`src/rtl/ps2_host_tx.sv`:
```
// PS/2 host-to-device transmitter: inhibit, request-to-send, 8 data bits + odd parity + stop
// shifted out on device clock falls, then ACK check. Pin drives are open-collector enables.
module ps2_host_tx #(
  parameter int INHIBIT_CYCLES = 5000,
  parameter int TIMEOUT_CYCLES = 750000
) (
  input  logic       clk,
  input  logic       rst,
  input  logic       ps2k_clk_in,
  input  logic       ps2k_data_in,
  input  logic [7:0] tx_byte,
  input  logic       tx_start,
  output logic       ps2k_clk_oe,
  output logic       ps2k_data_oe,
  output logic       tx_busy,
  output logic       tx_done,
  output logic       tx_err
);

  localparam int IW = (INHIBIT_CYCLES > 2) ? $clog2(INHIBIT_CYCLES) : 1;
  localparam int TW = (TIMEOUT_CYCLES > 2) ? $clog2(TIMEOUT_CYCLES) : 1;

  typedef enum logic [2:0] {
    S_IDLE, S_INHIBIT, S_RTS, S_SEND, S_STOP, S_ACK, S_WAIT_IDLE
  } state_t;

  state_t        state;
  logic [2:0]    clk_sync;
  logic [1:0]    data_sync;   // data is only ever read from the second stage
  logic [8:0]    shift;
  logic [3:0]    bitcnt;
  logic [IW-1:0] inh_cnt;
  logic [TW-1:0] to_cnt;

  logic clk_r1, clk_r2, data_r1, fall, running, timeout;

  assign clk_r1  = clk_sync[1];
  assign clk_r2  = clk_sync[2];
  assign data_r1 = data_sync[1];
  assign fall    = ~clk_r1 & clk_r2;
  assign running = (state == S_SEND) || (state == S_STOP) ||
                   (state == S_ACK)  || (state == S_WAIT_IDLE);
  assign timeout = running && (to_cnt == TW'(TIMEOUT_CYCLES - 1));

  always_ff @(posedge clk or posedge rst) begin
    if (rst) begin
      state        <= S_IDLE;
      clk_sync     <= 3'b111;
      data_sync    <= 2'b11;
      shift        <= '0;
      bitcnt       <= '0;
      inh_cnt      <= '0;
      to_cnt       <= '0;
      ps2k_clk_oe  <= 1'b0;
      ps2k_data_oe <= 1'b0;
      tx_busy      <= 1'b0;
      tx_done      <= 1'b0;
      tx_err       <= 1'b0;
    end else begin
      clk_sync  <= {clk_sync[1:0], ps2k_clk_in};
      data_sync <= {data_sync[0], ps2k_data_in};
      tx_done   <= 1'b0;
      tx_err    <= 1'b0;
      if (running) to_cnt <= to_cnt + 1'b1;

      if (timeout) begin
        ps2k_clk_oe  <= 1'b0;
        ps2k_data_oe <= 1'b0;
        tx_err       <= 1'b1;
        tx_busy      <= 1'b0;
        state        <= S_IDLE;
      end else begin
        case (state)
          S_IDLE: begin
            if (tx_start) begin
              shift       <= {~^tx_byte, tx_byte};
              bitcnt      <= '0;
              inh_cnt     <= '0;
              to_cnt      <= '0;
              ps2k_clk_oe <= 1'b1;
              tx_busy     <= 1'b1;
              state       <= S_INHIBIT;
            end
          end
          S_INHIBIT: begin
            // clk_oe rose on the accept edge, so the last inhibit cycle is the RTS cycle
            if (inh_cnt == IW'(INHIBIT_CYCLES - 2)) begin
              ps2k_data_oe <= 1'b1;
              state        <= S_RTS;
            end else begin
              inh_cnt <= inh_cnt + 1'b1;
            end
          end
          S_RTS: begin
            ps2k_clk_oe <= 1'b0;
            to_cnt      <= '0;
            bitcnt      <= '0;
            state       <= S_SEND;
          end
          S_SEND: begin
            if (fall) begin
              ps2k_data_oe <= ~shift[bitcnt];
              bitcnt       <= bitcnt + 1'b1;
              if (bitcnt == 4'd8) state <= S_STOP;
            end
          end
          S_STOP: begin
            if (fall) begin
              ps2k_data_oe <= 1'b0;
              state        <= S_ACK;
            end
          end
          S_ACK: begin
            if (fall) begin
              if (!data_r1) begin
                state <= S_WAIT_IDLE;
              end else begin
                ps2k_clk_oe  <= 1'b0;
                ps2k_data_oe <= 1'b0;
                tx_err       <= 1'b1;
                tx_busy      <= 1'b0;
                state        <= S_IDLE;
              end
            end
          end
          S_WAIT_IDLE: begin
            if (clk_r1 && data_r1) begin
              tx_done <= 1'b1;
              tx_busy <= 1'b0;
              state   <= S_IDLE;
            end
          end
          default: state <= S_IDLE;
        endcase
      end
    end
  end

endmodule
```
`config.mk`:
```
export PLATFORM = sky130hd
export DESIGN_NAME = ps2_host_tx
export DESIGN_NICKNAME = d
export VERILOG_FILES = /design/src/rtl/ps2_host_tx.sv
export SDC_FILE = /design/constraint.sdc
export NUM_CORES = 1
export LEC_CHECK = 0
export CAP_MARGIN = 30
export CORE_ASPECT_RATIO = 0.7
export CORE_UTILIZATION = 55
export CTS_BUF_LIST = sky130_fd_sc_hd__clkbuf_4
export CTS_CLUSTER_DIAMETER = 50
export DETAILED_ROUTE_END_ITERATION = 7
export HOLD_SLACK_MARGIN = 0.02
export PLACE_DENSITY = 0.83
export SLEW_MARGIN = 20
export SYNTH_ARGS = -nofsm -noshare
export SYNTH_HDL_FRONTEND = slang
export SYNTH_SLANG_ARGS = --single-unit
```
`constraint.sdc`:
```
create_clock -name clk -period 6 [get_ports clk]
set_input_delay 1.8 -clock clk [delete_from_list [all_inputs] [get_ports clk]]
set_output_delay 1.8 -clock clk [all_outputs]
set_load 0.1 [all_outputs]
```
# Word-level counts from Yosys, hierarchy flattened

Cells that the tools add are included.

Input bits: 13
Logic and storage cells: 101
Flip-flop bits (word level): 59
Output and inout bits: 5

Muxes and demuxes: 42
Order comparisons: 1
Eq/ne operators: 20
Bitwise operators: 4
Reduce and logical (&&, ||, !) cells: 19
Add/subtract/negate cells: 3

Operator list:

| cell                                                                     | count |
|---|---|
| 20-bit two-way mux                                                       | 3 |
| 20-bit case mux with 2 select lines                                      | 1 |
| 3-bit two-way mux                                                        | 9 |
| 13-bit two-way mux                                                       | 2 |
| 13-bit case mux with 2 select lines                                      | 1 |
| 3-bit case mux with 7 select lines                                       | 1 |
| 20-bit by 1-bit adder with 20-bit output (second input constant)         | 1 |
| 20-bit equality test (second input constant)                             | 1 |
| 1-bit two-way mux                                                        | 18 |
| 3-bit inequality test (second input constant)                            | 6 |
| 13-bit by 1-bit adder with 13-bit output (second input constant)         | 1 |
| 13-bit equality test (second input constant)                             | 1 |
| 4-bit case mux with 3 select lines                                       | 1 |
| 4-bit AND reduction                                                      | 3 |
| 3-bit equality test (second input constant)                              | 3 |
| 4-bit two-way mux                                                        | 2 |
| 4-bit nonzero test                                                       | 2 |
| 8-bit XNOR reduction                                                     | 1 |
| 7-bit AND reduction                                                      | 1 |
| 3-bit by 2-bit equality test with 1-bit output (second input constant)   | 2 |
| 2-bit inequality test (second input constant)                            | 3 |
| 3-bit by 2-bit inequality test with 1-bit output (second input constant) | 2 |
| 1-bit case mux with 3 select lines                                       | 2 |
| 6-bit AND reduction                                                      | 1 |
| 16 further kinds                                                         | 21 |

# Depth between registers and ports, before layout

Depth in word-level cells: 8
Gate-level depth with buffers: 8
Depth with buffers taken out: 7

# Worst setup path after synthesis

OpenSTA, ideal clock, no wires.

Kind: input port to flip-flop
From: input port tx_start
To: register shift[0]
Arrival time: 2.623 ns
Stages: 4
Slack: 3.253 ns
Library setup time: 0.125 ns
Data required time: 5.875 ns
Path buffers: 1
Cell sequence: nand2b_1 > nor2_1 > buf_2 > mux2_2

Longest elaborated chain between the ends: 1

RTL lines:

| item                          | line | RTL |
|---|---|---|
| start, declared               | 12   | `input logic tx_start,` |
| 3-bit AND reduction (no line) | --   |  |
| end signal, assigned          | 76   | `shift <= {~^tx_byte, tx_byte};` |
| end, declared                 | 30   | `logic [8:0] shift;` |

No other way between the ends.
A chain may end at the register's enable or synchronous reset.

# Worst setup path after layout

From: register ps2k_data_oe
To: output port ps2k_data_oe

RTL lines:

| item                   | line | RTL |
|---|---|---|
| start, declared        | 14   | `output logic ps2k_data_oe,` |
| start signal, assigned | 102  | `ps2k_data_oe <= ~shift[bitcnt];` |

No word-level cell between the ends.

==> reports/results.ini <==
[timing]
relSlewSlack_pct=35.3
hold_violations=0
finalMaxSlewViolations=0
rsz0062_at_grt=false
period_share_pct=62.2
finalSetupTns_ps=0
worst_pin_slew_ps=967
fin_crit_ps=3730
fmax_mhz=268
fin_worst_skew_ps=10.6
finalSetupViolations=0

[synthesis]
synth_edf_count=0
seq_area_frac_synth_pct=44.3
syn_area_per_cell_um2=9.57
ys_seq_elements=59
synth_common_cells=dfrtp_1, nor2_1, xnor2_1
synth.most_common_cell=dfrtp_1
yosysWarnings=0
syn_area_um2=3350
netlist.area_leader.share_pct=40.3
syn_inst=350
postSynthNetCount=368
async_flop_share_pct=100
synth_top_cells_by_area=dfrtp_1, xnor2_1, nor2_1
synth_cell_types=54
synth_top_area_cell=dfrtp_1
synth_flop_cell=dfrtp_1

[placed_design]
dp_hpwl_mm=4.87
gp_congestion=0.892
port_buffers=17
post_dp_cell_area_um2=3510

[detailed_routing]
drc=0
routed_via_density=5.93
ant_nets=0
drtIter0Drc=278
drt_pass1_iterations=5
drt-wirelength-per-cell_um=15.8
vias=2631
drt-total-wl_mm=7.03

[cells_and_area]
antennaDiodeCount=0
fill_cells=497
register_area_um2=1480
syn2layout_area_growth_pct=8.82
drive_gt1_share_pct=11.7
final_nets=382
multi_input_area_um2=1690
stdcell_area_um2=3640

[worst_setup_path]
worstPathRequired_ps=4200
path_depth=1
crit_chain=clkdlybuf4s50_1
cp_top_family=buffers and inverters
reg2regPathDepth=5
critical_path.slowest_cell=clkdlybuf4s50_1
slowest_delay_ps=1140
start_kind=flop
arrival_ps=1930
crit_type=reg -> out
cp_num_buf_inv=1
path_max_fanout=3
worst_setup_path_end_kind=output port

[floorplanning]
fp.dieW_um=95.3
die_area_um2=6410
design.portCount=18
initial_core_util_pct=57.9
core_um2=5780
rows=23
die_h_um=67.3

[cts]
clock_latency_ps=420
clk_path_buf_depth=2
cts_root_buffer=clkbuf_4
tritoncts=done
cts.sinks=59
path_clk_slew_ps=110
h-tree-depth=3
cts-resized-gates=0
numCtsBuffers=9
cts_hold_buf=0
post_cts_buffers=0

[flow_run]
maxCapViolCount=0

[power_and_ir_drop]
ir_worst_vdd_v=0.000240
cellPowerDensity_nw_per_um2=384
leakagePower_nw=1.43

[global_route]
grt_first_pass_wirelength_mm=12.2
grt_use_total_pct=25.5
antenna_found_initial=0
gr-total-overflow=0
grt_max_degree=60
first_global_vias=2536

[status]
run_status=finished, final reports clean

[hold_path]
whs_path_depth=0
hold_path.class=reg -> reg

## sequential cells by signal (all words and copies together), names as in the netlist
register and cells:
to_cnt 20, inh_cnt 13, shift 9, bitcnt 4
clk_sync 3, state 3, data_sync 2, ps2k_clk_oe 1
ps2k_data_oe 1, tx_busy 1, tx_done 1, tx_err 1
## cells in the final DEF, fill, tap and decap left out, types with 6 or more instances in the layout
master / synthesis / routed
dfrtp_1: 54 / 54
nor2_1: 38 / 38
xnor2_1: 28 / 28
nand2_1: 23 / 23
nand3_1: 23 / 23
clkdlybuf4s50_1: 0 / 17
o21ai_0: 15 / 15
inv_1: 13 / 12
a21oi_1: 12 / 12
nor3_1: 13 / 12
nor4_1: 9 / 9
mux2_2: 9 / 9
clkbuf_4: 0 / 9
nand2b_1: 8 / 8
o211ai_1: 6 / 6
## routing by layer
layer / up-vias / part of all wire, % / track usage [%]
met5: - / 0 / 0
met1: 1261 / 50 / 37.0
met2: 87 / 43 / 37.3
met3: 10 / 5.9 / 6.42
li1: 1273 / - / -
met4: 0 / 1.4 / 7.95
## where the power goes
part           total (W)  leakage (nW)  internal [W]  switching [W]
logic           0.000515         0.602      0.000211       0.000305
clock network   0.000285        0.0616      0.000124       0.000161
registers       0.000600         0.767      0.000475       0.000125
total            0.00140          1.43      0.000810       0.000591
## path summary, 6_finish.rpt
check	start	endpoint	slack, ps
worst min-delay path	data_sync[0]$_DFF_PP1_	data_sync[1]$_DFF_PP1_	360
worst min register to register	data_sync[0]$_DFF_PP1_	data_sync[1]$_DFF_PP1_	360
max in group asynchronous	rst	inh_cnt[2]$_DFFE_PP0P_	3610
worst max register to register	state[0]$_DFFE_PP0P_	to_cnt[19]$_DFF_PP0_	3470
min in group asynchronous	rst	bitcnt[3]$_DFFE_PP0P_	1890
worst max-delay path	ps2k_data_oe$_DFFE_PP0P_	ps2k_data_oe	2270
## stage by stage
| step | util [%] | hold slack [ps] | instances | power, W | setup slack (ps) |
|---|---|---|---|---|---|
| after floorplan | - | 345 | 350 | 0.00102 | 2750 |
| after global placement | 60.7 | 347 | 428 | 0.00109 | 2560 |
| after detailed placement | 60.7 | 347 | 428 | 0.00112 | 2510 |
| after CTS | 63.0 | 363 | 444 | 0.00140 | 2250 |
| after global routing | 63.0 | 367 | 444 | 0.00149 | 2210 |
| final | 63.0 | 363 | 444 | 0.00140 | 2270 |
## cells by family after synthesis
| group | synth area share (%) |
|---|---|
| AOI/OAI and AO/OA | 10.5 |
| xor gates and xnor gates | 8.37 |
| adders and majority gates | 1.87 |
| buffers and inverters | 5.42 |
| DFF | 44.3 |
| muxes | 5.27 |
| and+or+nand+nor | 24.3 |
## area by class of cell
type | instances | share of cell area, %
Sequential cell | 59 | 40.7
Inverter | 13 | 1.34
Multi-Input combinational cell | 261 | 46.4
Clock inverter | 7 | 1.89
Tap cell | 75 | 2.57
Timing Repair Buffer | 20 | 5.29
Clock buffer | 9 | 1.85
(Power assumes the default switching activity.)
==> variant, RTL diff (same settings) <==
Register the output `tx_err` once more, with the module's reset; this adds one clock of latency there. The other outputs are not delayed to match.
--- a/src/rtl/ps2_host_tx.sv
+++ b/src/rtl/ps2_host_tx.sv
@@ -23,6 +23,8 @@
   typedef enum logic [2:0] {
     S_IDLE, S_INHIBIT, S_RTS, S_SEND, S_STOP, S_ACK, S_WAIT_IDLE
   } state_t;
+
+  logic tx_err_s0;
 
   state_t        state;
   logic [2:0]    clk_sync;
@@ -55,18 +57,18 @@
       ps2k_data_oe <= 1'b0;
       tx_busy      <= 1'b0;
       tx_done      <= 1'b0;
-      tx_err       <= 1'b0;
+      tx_err_s0    <= 1'b0;
     end else begin
       clk_sync  <= {clk_sync[1:0], ps2k_clk_in};
       data_sync <= {data_sync[0], ps2k_data_in};
       tx_done   <= 1'b0;
-      tx_err    <= 1'b0;
+      tx_err_s0 <= 1'b0;
       if (running) to_cnt <= to_cnt + 1'b1;
 
       if (timeout) begin
         ps2k_clk_oe  <= 1'b0;
         ps2k_data_oe <= 1'b0;
-        tx_err       <= 1'b1;
+        tx_err_s0    <= 1'b1;
         tx_busy      <= 1'b0;
         state        <= S_IDLE;
       end else begin
@@ -117,7 +119,7 @@
               end else begin
                 ps2k_clk_oe  <= 1'b0;
                 ps2k_data_oe <= 1'b0;
-                tx_err       <= 1'b1;
+                tx_err_s0    <= 1'b1;
                 tx_busy      <= 1'b0;
                 state        <= S_IDLE;
               end
@@ -136,4 +138,12 @@
     end
   end
 
+  always_ff @(posedge clk or posedge rst) begin
+    if (rst) begin
+      tx_err <= '0;
+    end else begin
+      tx_err <= tx_err_s0;
+    end
+  end
+
 endmodule
Behaviour: same outputs for any inputs over 10 cycles, from zero or initial values and one cycle with rst high; that may be too few to reach the edited logic, so the function may still have changed.
==> variant against the original RTL <==
- synthesized area grew 0.75%
- setup slack worse by 0.0080 ns
- design area up 2.0%
- sequential cell count is 1 higher
- power up 6.6%
- critical path type unchanged
- routed wire length up 2.1%
- count of clock-buffer cells in the layout unchanged
- synthesized cell count increased by 0.29%
- highest routed layer unchanged
- sequential share of layout area is 0.11 points lower
- first-iteration DRC count grew 2.9%
- die area increased by 0.73%
==> variant: results (changes against the original RTL) <==
metric	value	unit	change
outcome	finished clean		
firstDrtPassIters	8		+3
syn_inst	351		+0.29%
holdCritStartpoint	clk_sync[0]		
hpwl	4860	µm	-0.30%
dp.cells	429		+0.23%
grt_pass1_wl	12300	µm	+1.1%
worst_pin_slew	0.965	ns	-0.00257 ns
max_stage_delay	1.14	ns	about the same
grt_pass1_vias	2609		+2.9%
fin_hold_ws	0.361	ns	-0.00156 ns
crit_fanout	3		unchanged
finalSetupViolations	0		unchanged
synth_commonest_cells	dfrtp_1 (55), nor2_1 (38), xnor2_1 (28)		
drt_iter0_markers	286		+2.9%
synth-seq-area-share	44.7	%	+0.41 points
syn-num-nets	369		+0.27%
ys_top_cells_by_area	dfrtp_1 (41%), xnor2_1 (7.3%), nor2_1 (4.2%)		
cts_setup_buffers	0		unchanged
wl_per_cell	16.1	µm	+1.9%
hold_depth	0		unchanged
reg2reg_depth	5		unchanged
gr-usage-all-layers	25.7	%	+0.25 points
peakVddDrop	0.212	mV	-12%
place_area	0.00353	mm²	+0.71%
finClkSkew	0.00842	ns	-0.00221 ns
gp_congestion	0.908		+1.8%
cp.arrival	1.94	ns	
ff2ff_setup_slack	3.44	ns	-0.03 ns
p_leak	1.48	nW	+3.2%
antenna_cells	0		unchanged
seqCellArea	0.00151	mm²	+1.7%
grt_max_degree	61		+1.7%
hp-class	reg -> reg		
nets	383		+0.26%
critPathSlowestCell	clkdlybuf4s50_1		
path_clk_slew	0.10	ns	
holdPathEnd	clk_sync[1]		
drive_gt1_share	11.6	%	-0.031 points
stdcell_count	445		+0.23%
viasPerCell	6.20		+4.6%
crit_family	buffers and inverters		
cts_buffers	9		unchanged
fillCellCount	484		-2.6%
## variant: through the flow
stage | total power [W] | worst slack, ns
3_3_place_gp | 0.00110 | 2.56
4_1_cts | 0.00149 | 2.25
6_report | 0.00149 | 2.26
3_5_place_dp | 0.00113 | 2.52
5_1_grt | 0.00158 | 2.21
2_1_floorplan | 0.00103 | 2.72
## variant: worst max path at each step
stage,startpoint,end,cells past startpoint
floorplan,rst,bitcnt[0],1
global placement,tx_start,inh_cnt[12],5
detailed placement,tx_start,inh_cnt[12],5
CTS,ps2k_data_oe,ps2k_data_oe,1
global route,ps2k_data_oe,ps2k_data_oe,1
finish,ps2k_data_oe,ps2k_data_oe,1
## variant: where the power goes
| group | leakage [nW] | total [W] | switching (W) | internal (W) |
|---|---|---|---|---|
| clock | 0.0936 | 0.000369 | 0.000159 | 0.000209 |
| combinational | 0.602 | 0.000516 | 0.000306 | 0.000210 |
| sequential | 0.780 | 0.000609 | 0.000126 | 0.000482 |
| total | 1.48 | 0.00149 | 0.000591 | 0.000902 |
## variant: layout make-up
| class | count | share of cell area (%) |
|---|---|---|
| Multi-Input combinational cell | 261 | 45.5 |
| Sequential cell | 60 | 40.6 |
| Timing Repair Buffer | 20 | 5.19 |
| Clock inverter | 7 | 3.10 |
| Tap cell | 75 | 2.53 |
| Clock buffer | 9 | 1.82 |
| Inverter | 13 | 1.31 |
## variant: cell families after synthesis
kind of cell | Yosys count | share of synthesized area [%]
mux | 14 | 5.23
flops | 60 | 44.7
simple gates | 155 | 24.1
fa+ha+maj | 5 | 1.85
compound gates | 55 | 10.4
xor+xnor | 32 | 8.31
buf+inv | 30 | 5.38
## variant: per-layer routing
| metal | global-route usage, % | part of all wire, % | up-vias |
|---|---|---|---|
| met3 | 9.01 | 8.0 | 22 |
| met4 | 8.58 | 2.2 | 0 |
| met5 | 0 | 0 | - |
| li1 | - | - | 1276 |
| met2 | 38.7 | 45 | 130 |
| met1 | 34.8 | 45 | 1331 |
